$ cat src/rtl/branch_predictor.sv
// -----------------------------------------------------------------------------
// branch_predictor
//   Dynamic branch predictor for the fetch stage: a table of 2-bit saturating
//   counters (BHT) plus a tagged branch target buffer (BTB). Fetch presents a
//   PC and receives a registered taken/target guess one cycle later. Execute
//   feeds back resolved branches/jumps to train both tables.
//
//   Optional feature macro: BPU_GSHARE_EN
//     When defined, a GHR_W-bit global history register is XORed into the BHT
//     index for both lookup and update. The BTB always uses the plain PC index.
//
// Ports
//   clk, rst_n    core clock, asynchronous active-low reset
//   req_valid     fetch lookup request
//   req_pc        fetch PC (bits [1:0] ignored)
//   pred_valid    registered prediction valid, one cycle after req_valid
//   pred_taken    predicted taken (0 when pred_valid=0)
//   pred_target   predicted target (0 when pred_taken=0)
//   upd_valid     resolved branch/jump from execute
//   upd_pc        PC of the resolved instruction
//   upd_flush     resolution info: actual target, taken, jump, prediction,
//                 redirect (valid)
//   mispred_cnt   saturating count of resolved mispredictions
// -----------------------------------------------------------------------------
package com_pkg;
  typedef struct packed {
    logic [31:0] address;
    logic        taken;
    logic        jump;
    logic        prediction;
    logic        valid;
  } flush_t;
endpackage

module branch_predictor #(
  parameter int unsigned ENTRIES = 64,
  parameter int unsigned TAG_W   = 8,
  parameter int unsigned GHR_W   = 6
) (
  input  logic             clk,
  input  logic             rst_n,
  input  logic             req_valid,
  input  logic [31:0]      req_pc,
  output logic             pred_valid,
  output logic             pred_taken,
  output logic [31:0]      pred_target,
  input  logic             upd_valid,
  input  logic [31:0]      upd_pc,
  input  com_pkg::flush_t  upd_flush,
  output logic [15:0]      mispred_cnt
);

  localparam int unsigned IDX_W = $clog2(ENTRIES);

  typedef logic [IDX_W-1:0] idx_t;
  typedef logic [TAG_W-1:0] tag_t;

  // Table storage
  logic [1:0]  cnt_q     [ENTRIES];
  logic [1:0]  cnt_d     [ENTRIES];
  logic        btb_v_q   [ENTRIES];
  logic        btb_v_d   [ENTRIES];
  tag_t        btb_tag_q [ENTRIES];
  tag_t        btb_tag_d [ENTRIES];
  logic [31:0] btb_tgt_q [ENTRIES];
  logic [31:0] btb_tgt_d [ENTRIES];

  // Prediction / statistics registers
  logic        pred_valid_q,  pred_valid_d;
  logic        pred_taken_q,  pred_taken_d;
  logic [31:0] pred_target_q, pred_target_d;
  logic [15:0] mispred_q,     mispred_d;

  idx_t req_idx, upd_idx;     // BTB index (plain PC bits)
  idx_t req_bidx, upd_bidx;   // BHT index (optionally history-hashed)
  tag_t req_tag, upd_tag;

  assign req_idx = req_pc[IDX_W+1:2];
  assign upd_idx = upd_pc[IDX_W+1:2];
  assign req_tag = req_pc[IDX_W+TAG_W+1:IDX_W+2];
  assign upd_tag = upd_pc[IDX_W+TAG_W+1:IDX_W+2];

  // Only the index/tag fields of the PCs are meaningful.
  logic unused_pc_bits;
  assign unused_pc_bits = ^{req_pc, upd_pc};

`ifdef BPU_GSHARE_EN
  logic [GHR_W-1:0] ghr_q, ghr_d;

  // Both lookup and update hash with the history as it stands this cycle,
  // i.e. before any same-cycle shift.
  assign req_bidx = req_idx ^ idx_t'(ghr_q);
  assign upd_bidx = upd_idx ^ idx_t'(ghr_q);

  // Shift-and-OR form also covers GHR_W=1 without a degenerate slice.
  always_comb begin
    ghr_d = ghr_q;
    if (upd_valid && !upd_flush.jump) begin
      ghr_d = (ghr_q << 1) | GHR_W'(upd_flush.taken);
    end
  end

  always_ff @(posedge clk or negedge rst_n) begin
    if (!rst_n) begin
      ghr_q <= '0;
    end else begin
      ghr_q <= ghr_d;
    end
  end
`else
  logic [GHR_W-1:0] unused_ghr;
  assign unused_ghr = '0;
  assign req_bidx   = req_idx;
  assign upd_bidx   = upd_idx;
`endif

  // Training
  always_comb begin
    cnt_d     = cnt_q;
    btb_v_d   = btb_v_q;
    btb_tag_d = btb_tag_q;
    btb_tgt_d = btb_tgt_q;
    if (upd_valid) begin
      if (upd_flush.jump) begin
        cnt_d[upd_bidx] = 2'b11;
      end else if (upd_flush.taken) begin
        if (cnt_q[upd_bidx] != 2'b11) cnt_d[upd_bidx] = cnt_q[upd_bidx] + 2'd1;
      end else begin
        if (cnt_q[upd_bidx] != 2'b00) cnt_d[upd_bidx] = cnt_q[upd_bidx] - 2'd1;
      end
      // Not-taken branches leave the BTB alone; anything else (re)allocates.
      if (upd_flush.jump || upd_flush.taken) begin
        btb_v_d[upd_idx]   = 1'b1;
        btb_tag_d[upd_idx] = upd_tag;
        btb_tgt_d[upd_idx] = upd_flush.address;
      end
    end
  end

  // Lookup reads the _q tables, so a same-cycle update is seen only by the
  // following request.
  logic look_hit;
  assign look_hit = btb_v_q[req_idx] && (btb_tag_q[req_idx] == req_tag);

  always_comb begin
    pred_valid_d  = req_valid && !upd_flush.valid;
    pred_taken_d  = pred_valid_d && look_hit && cnt_q[req_bidx][1];
    pred_target_d = pred_taken_d ? btb_tgt_q[req_idx] : '0;
  end

  always_comb begin
    mispred_d = mispred_q;
    if (upd_valid && (upd_flush.taken != upd_flush.prediction) && (mispred_q != '1)) begin
      mispred_d = mispred_q + 16'd1;
    end
  end

  always_ff @(posedge clk or negedge rst_n) begin
    if (!rst_n) begin
      for (int unsigned i = 0; i < ENTRIES; i++) begin
        cnt_q[i]     <= 2'b01;
        btb_v_q[i]   <= 1'b0;
        btb_tag_q[i] <= '0;
        btb_tgt_q[i] <= '0;
      end
      pred_valid_q  <= 1'b0;
      pred_taken_q  <= 1'b0;
      pred_target_q <= '0;
      mispred_q     <= '0;
    end else begin
      cnt_q         <= cnt_d;
      btb_v_q       <= btb_v_d;
      btb_tag_q     <= btb_tag_d;
      btb_tgt_q     <= btb_tgt_d;
      pred_valid_q  <= pred_valid_d;
      pred_taken_q  <= pred_taken_d;
      pred_target_q <= pred_target_d;
      mispred_q     <= mispred_d;
    end
  end

  assign pred_valid  = pred_valid_q;
  assign pred_taken  = pred_taken_q;
  assign pred_target = pred_target_q;
  assign mispred_cnt = mispred_q;

endmodule

$ cat config.mk
export PLATFORM = sky130hd
export DESIGN_NAME = branch_predictor
export DESIGN_NICKNAME = d
export VERILOG_FILES = /design/src/rtl/branch_predictor.sv
export SDC_FILE = /design/constraint.sdc
export NUM_CORES = 2
export LEC_CHECK = 0
export BUFFER_PORTS_ARGS = -buffer_cell sky130_fd_sc_hd__buf_2
export CAP_MARGIN = 30
export CORE_MARGIN = 2
export CORE_UTILIZATION = 65
export CTS_BUF_LIST = sky130_fd_sc_hd__clkbuf_4 sky130_fd_sc_hd__clkbuf_8
export DETAILED_ROUTE_END_ITERATION = 8
export GPL_ROUTABILITY_DRIVEN = 0
export PLACE_DENSITY_LB_ADDON = 0.3
export SLEW_MARGIN = 20
export SYNTH_ARGS = -nofsm -noshare
export SYNTH_HDL_FRONTEND = slang
export SYNTH_SLANG_ARGS = --single-unit
export TNS_END_PERCENT = 10
$ cat constraint.sdc
create_clock -name clk -period 4.2 [get_ports clk]
set_input_delay 0.84 -clock clk [delete_from_list [all_inputs] [get_ports clk]]
set_output_delay 0.84 -clock clk [all_outputs]
set_load 0.02 [all_outputs]
==> summary by stage <==
Floorplan
The die is 446 um wide. The die footprint is 199000 um2. The total area inside the core boundary comes to 194000 um2.

Once the floorplan was initialized, standard cells occupied 65.3% of the core. The number of standard-cell rows in the floorplan is 162. The floorplan die height is 446 um. The number of primary I/O pins is 154.

Synthesis
In this run the biggest area consumer among cell types represents 54.0% of the synthesized area. The largest area contributor in the netlist is dfrtp_1. The netlist area before placement is 127000 um2.

For this run, the leading register cell type out of synthesis is dfrtp_1. The most used standard cell by instance count after synthesis is dfrtp_1. The async set-reset flop share out of synthesis is 100%. The average footprint of a synthesized cell is 15.6 um2. The number of register bits inferred by synthesis is 2802. The sequential element share of the synthesized area is 55.3%. Yosys attributes the largest share of cell area to dfrtp_1 54%, mux2_2 23%, mux4_2 13%. The synthesized netlist contains 71 unique library cells. Sorting the synthesized cells by how often they occur yields 2738 x dfrtp_1, 2647 x mux2_2, 747 x mux4_2. Yosys mapped a number of flops with a built-in enable equal to 0. During synthesis, Yosys emitted a total of 0 warnings. The cell count after synthesis is 8122. When the netlist entered floorplanning its net count stood at 8229.

Critical path
Among cell families on the critical path, the largest total delay comes from compound AO/OA/AOI/OAI gates. The count of buffer and inverter cells on the critical path is 4. The setup path with the least slack is of type in -> reg. The critical path crosses 16 cells after its start point. In this run the critical register-to-register path is captured at cnt_q[49]. STA classifies the critical path startpoint as a primary input.

Measured in cells, the most critical reg-to-reg path has a length of 14. The critical path's slowest cell is nor4_1. Of all nets on the critical path, the largest fanout is 41. The cell that appears most often on the critical path is o21ai_0. In this run the critical register-to-register path is launched from cnt_q[93]. The maximum single-stage delay on the critical path is 0.58 ns. The worst setup path is captured at a flip-flop. Walking the worst path, the cells encountered are buf_2 > and3b_1 > a22o_1 > a221oi_1 > a31oi_1 > a21o_1 > nor4_1 > buf_4 > inv_1 > ha_1 > mux2i_1 > o21a_2 > nand2_1 > buf_12 > o21ai_0 > o21ai_0. Data on the critical path arrives at its endpoint at 4.58 ns. The required time of the worst setup path is 5.13 ns. For flop-to-flop paths, the worst setup slack is 0.60 ns.

CTS
The clock drives 2802 sinks. The clock tree buffer depth is 4. The clock-pin transition on the worst setup and hold timing paths is 0.06 ns.

The cell sitting at the root of the clock tree is a clkbuf_8. TritonCTS built the clock tree. The number of clock buffers added by TritonCTS is 449. The insertion delay of the later-clocked pin in the worst-skew pair is 1.13 ns. The depth of the CTS H-tree is 5.

STA
The tightest hold path in the finished design has a slack of 0.119 ns. The slew at the pin with the worst max-slew slack is 1.04 ns. The number of setup violations in the final report is 0. The hold violation count in the final report is 0.

The portion of the clock cycle consumed by the worst path in the final layout is 86.8%. On the final layout, the worst clock skew is 0.101 ns. The number of pins with negative max-slew slack in the final report is 0.

Timing would allow up to 0.274 GHz. Measured against its own limit, the worst slew margin works out to 30.9%. The setup slack of the critical path after layout is 0.553 ns. After layout, the minimum clock period comes to 3.65 ns. Setup repair after global routing left no endpoint under its margin.

Final layout
In the final layout, the share of cells above drive strength 1 is 56.9%. The post-route cell area is 142000 um2. The number of fill cells in the layout is 11.7k.

Compared with the post-synthesis result, the final layout area differs by 11.6%. At the end of the flow, the number of nets in the layout was 8305. The core occupancy in the finished layout is 72.9%.

Route
The total wire length after detailed routing is 342000 um. The pre-antenna-repair detailed-routing pass consisted of 8 iterations. The final antenna-violating net count is 0. Dividing the detail-routed wire length by the instance count gives 30.9 um. The number of design rule violations left after detail routing is 0. The number of vias after detailed routing is 75.6k.

The average vias per placed instance is 6.82. After the first detailed-routing iteration, the DRC count stood at 7139.

Hold path
The number of instances on the worst hold path is 2. The endpoint of the worst hold-timing path is btb_tgt_q[54]. The source of the worst hold timing path is upd_flush[26]. The tightest min-delay check is of the in -> reg type.

Global route
Entering global routing, the biggest net connects 182 pins. The first global-routing pass estimated 515000 um of wire. The via count of the first global-routing pass is 80.0k.

The global-route total usage across every layer is 35.0%. The residual overflow from global routing is 0. The number of antenna violations at the first check in global routing is 8.

Place
The number of buffer cells added on primary ports is 117. The cell area after placement is 131000 um2. Before CTS, the worst setup slack after placement is -0.249 ns. The wire-length estimate of the detail-placed layout is 197000 um.

Pwr
VDD sags by at most 330 uV. The power consumption is 64.2 mW. In this run the static leakage power is 66.1 nW. Dividing total power by cell area gives a power density of 453 nW/um2.

Outcome
The flow ran to the end, and the final reports show no timing, DRC or antenna violations.

Run
Across the run, the number of max-cap violations was 0.
## power breakdown
part | internal, mW | switching (mW)
Combinational | 4.44 | 3.37
Clock | 13.8 | 10.7
Sequential | 30.2 | 1.62
## per-layer routing
layer  vias up  global-route usage (%)  wire length (um)  share of wire (%)
met5         -                       0                 0                  0
met4         0                    16.4             16700                4.9
met3       957                    7.15             28900                8.5
met2      3458                    54.3            162000                 47
met1     40806                    48.4            134000                 39
li1      30374                       -                 -                  -
## how the worst max path moves through the flow
stage | startpoint | to | slack [ns]
final | upd_pc[3] | cnt_q[49] | 0.55
after global routing | upd_pc[3] | cnt_q[49] | 0.45
after CTS | cnt_q[93] | cnt_q[49] | 0.75
after detailed placement | upd_pc[3] | cnt_q[49] | -0.25
after global placement | upd_pc[3] | cnt_q[37] | -0.18
after floorplan | upd_pc[2] | cnt_q[114] | 0.09
## layout by cell type, fill, tap and decap left out, types with 16 or more instances in the layout
cell         n
mux2_2    2647
nor4_1      36
clkbuf_8   578
nor3_1      17
nand3_1     92
buf_2      111
buf_12     130
nand2_1    139
or2_2       49
clkbuf_4   147
dfrtp_1   2738
dfstp_2     64
buf_4      222
nor2_4      44
mux4_2     747
mux2i_1     44
nor2_1      70
nand2b_1    24
a22oi_1     57
o21ai_0    136
clkinv_2    45
nand4_1     19
a21oi_1     41
a221oi_1    40
a22o_1      65
nand2_4     16
## logic make-up (layout without fill, tap and decap cells)
| family | Yosys count | after routing | share of synthesized area (%) |
|---|---|---|---|
| multiplexers | 3442 | 3442 | 37.2 |
| flip-flops | 2802 | 2802 | 55.3 |
| buffers and inverters | 857 | 1264 | 2.82 |
| AND/OR/NAND/NOR | 580 | 580 | 2.28 |
| AO/OA/AOI/OAI | 413 | 413 | 2.20 |
| XOR/XNOR | 25 | 25 | 0.178 |
| adder cells (fa/ha/maj) | 3 | 3 | 0.0296 |
| other | 0 | 7 | 0 |
## registers in the layout, indices dropped and copies added, names as in the netlist
register,count
pred_valid,1
mispred_cnt,16
btb_v_q,64
pred_taken,1
cnt_q,128
pred_target,32
btb_tag_q,512
btb_tgt_q,2048
## through the flow
step / setup TNS, ns / cells
6_report: 0 / 11078
5_1_grt: 0 / 11075
4_1_cts: 0 / 11034
3_5_place_dp: -18.98 / 10251
3_3_place_gp: -11.92 / 10249
2_1_floorplan: 0 / 8122
## repair_timing
| item | CTS | global route |
|---|---|---|
| hold endpoints to repair | 78 | 0 |
| hold buffers | 1 | 0 |
| setup buffers | 0 | 0 |
| gates resized for setup | 0 | 0 |
## final cells by class
cell class              count  area [um2]  area share, %
diodes                      7        17.5         0.0124
clock buffers             725        9060           6.39
clock inverters            57         438          0.309
inverters                   7        26.3         0.0185
multi-input cells        4463       53700           37.9
flip-flops and latches   2802       70200           49.5
well taps                2542        3180           2.24
repair buffers            475        5090           3.59
No activity file was read; power rests on OpenSTA's default activity.
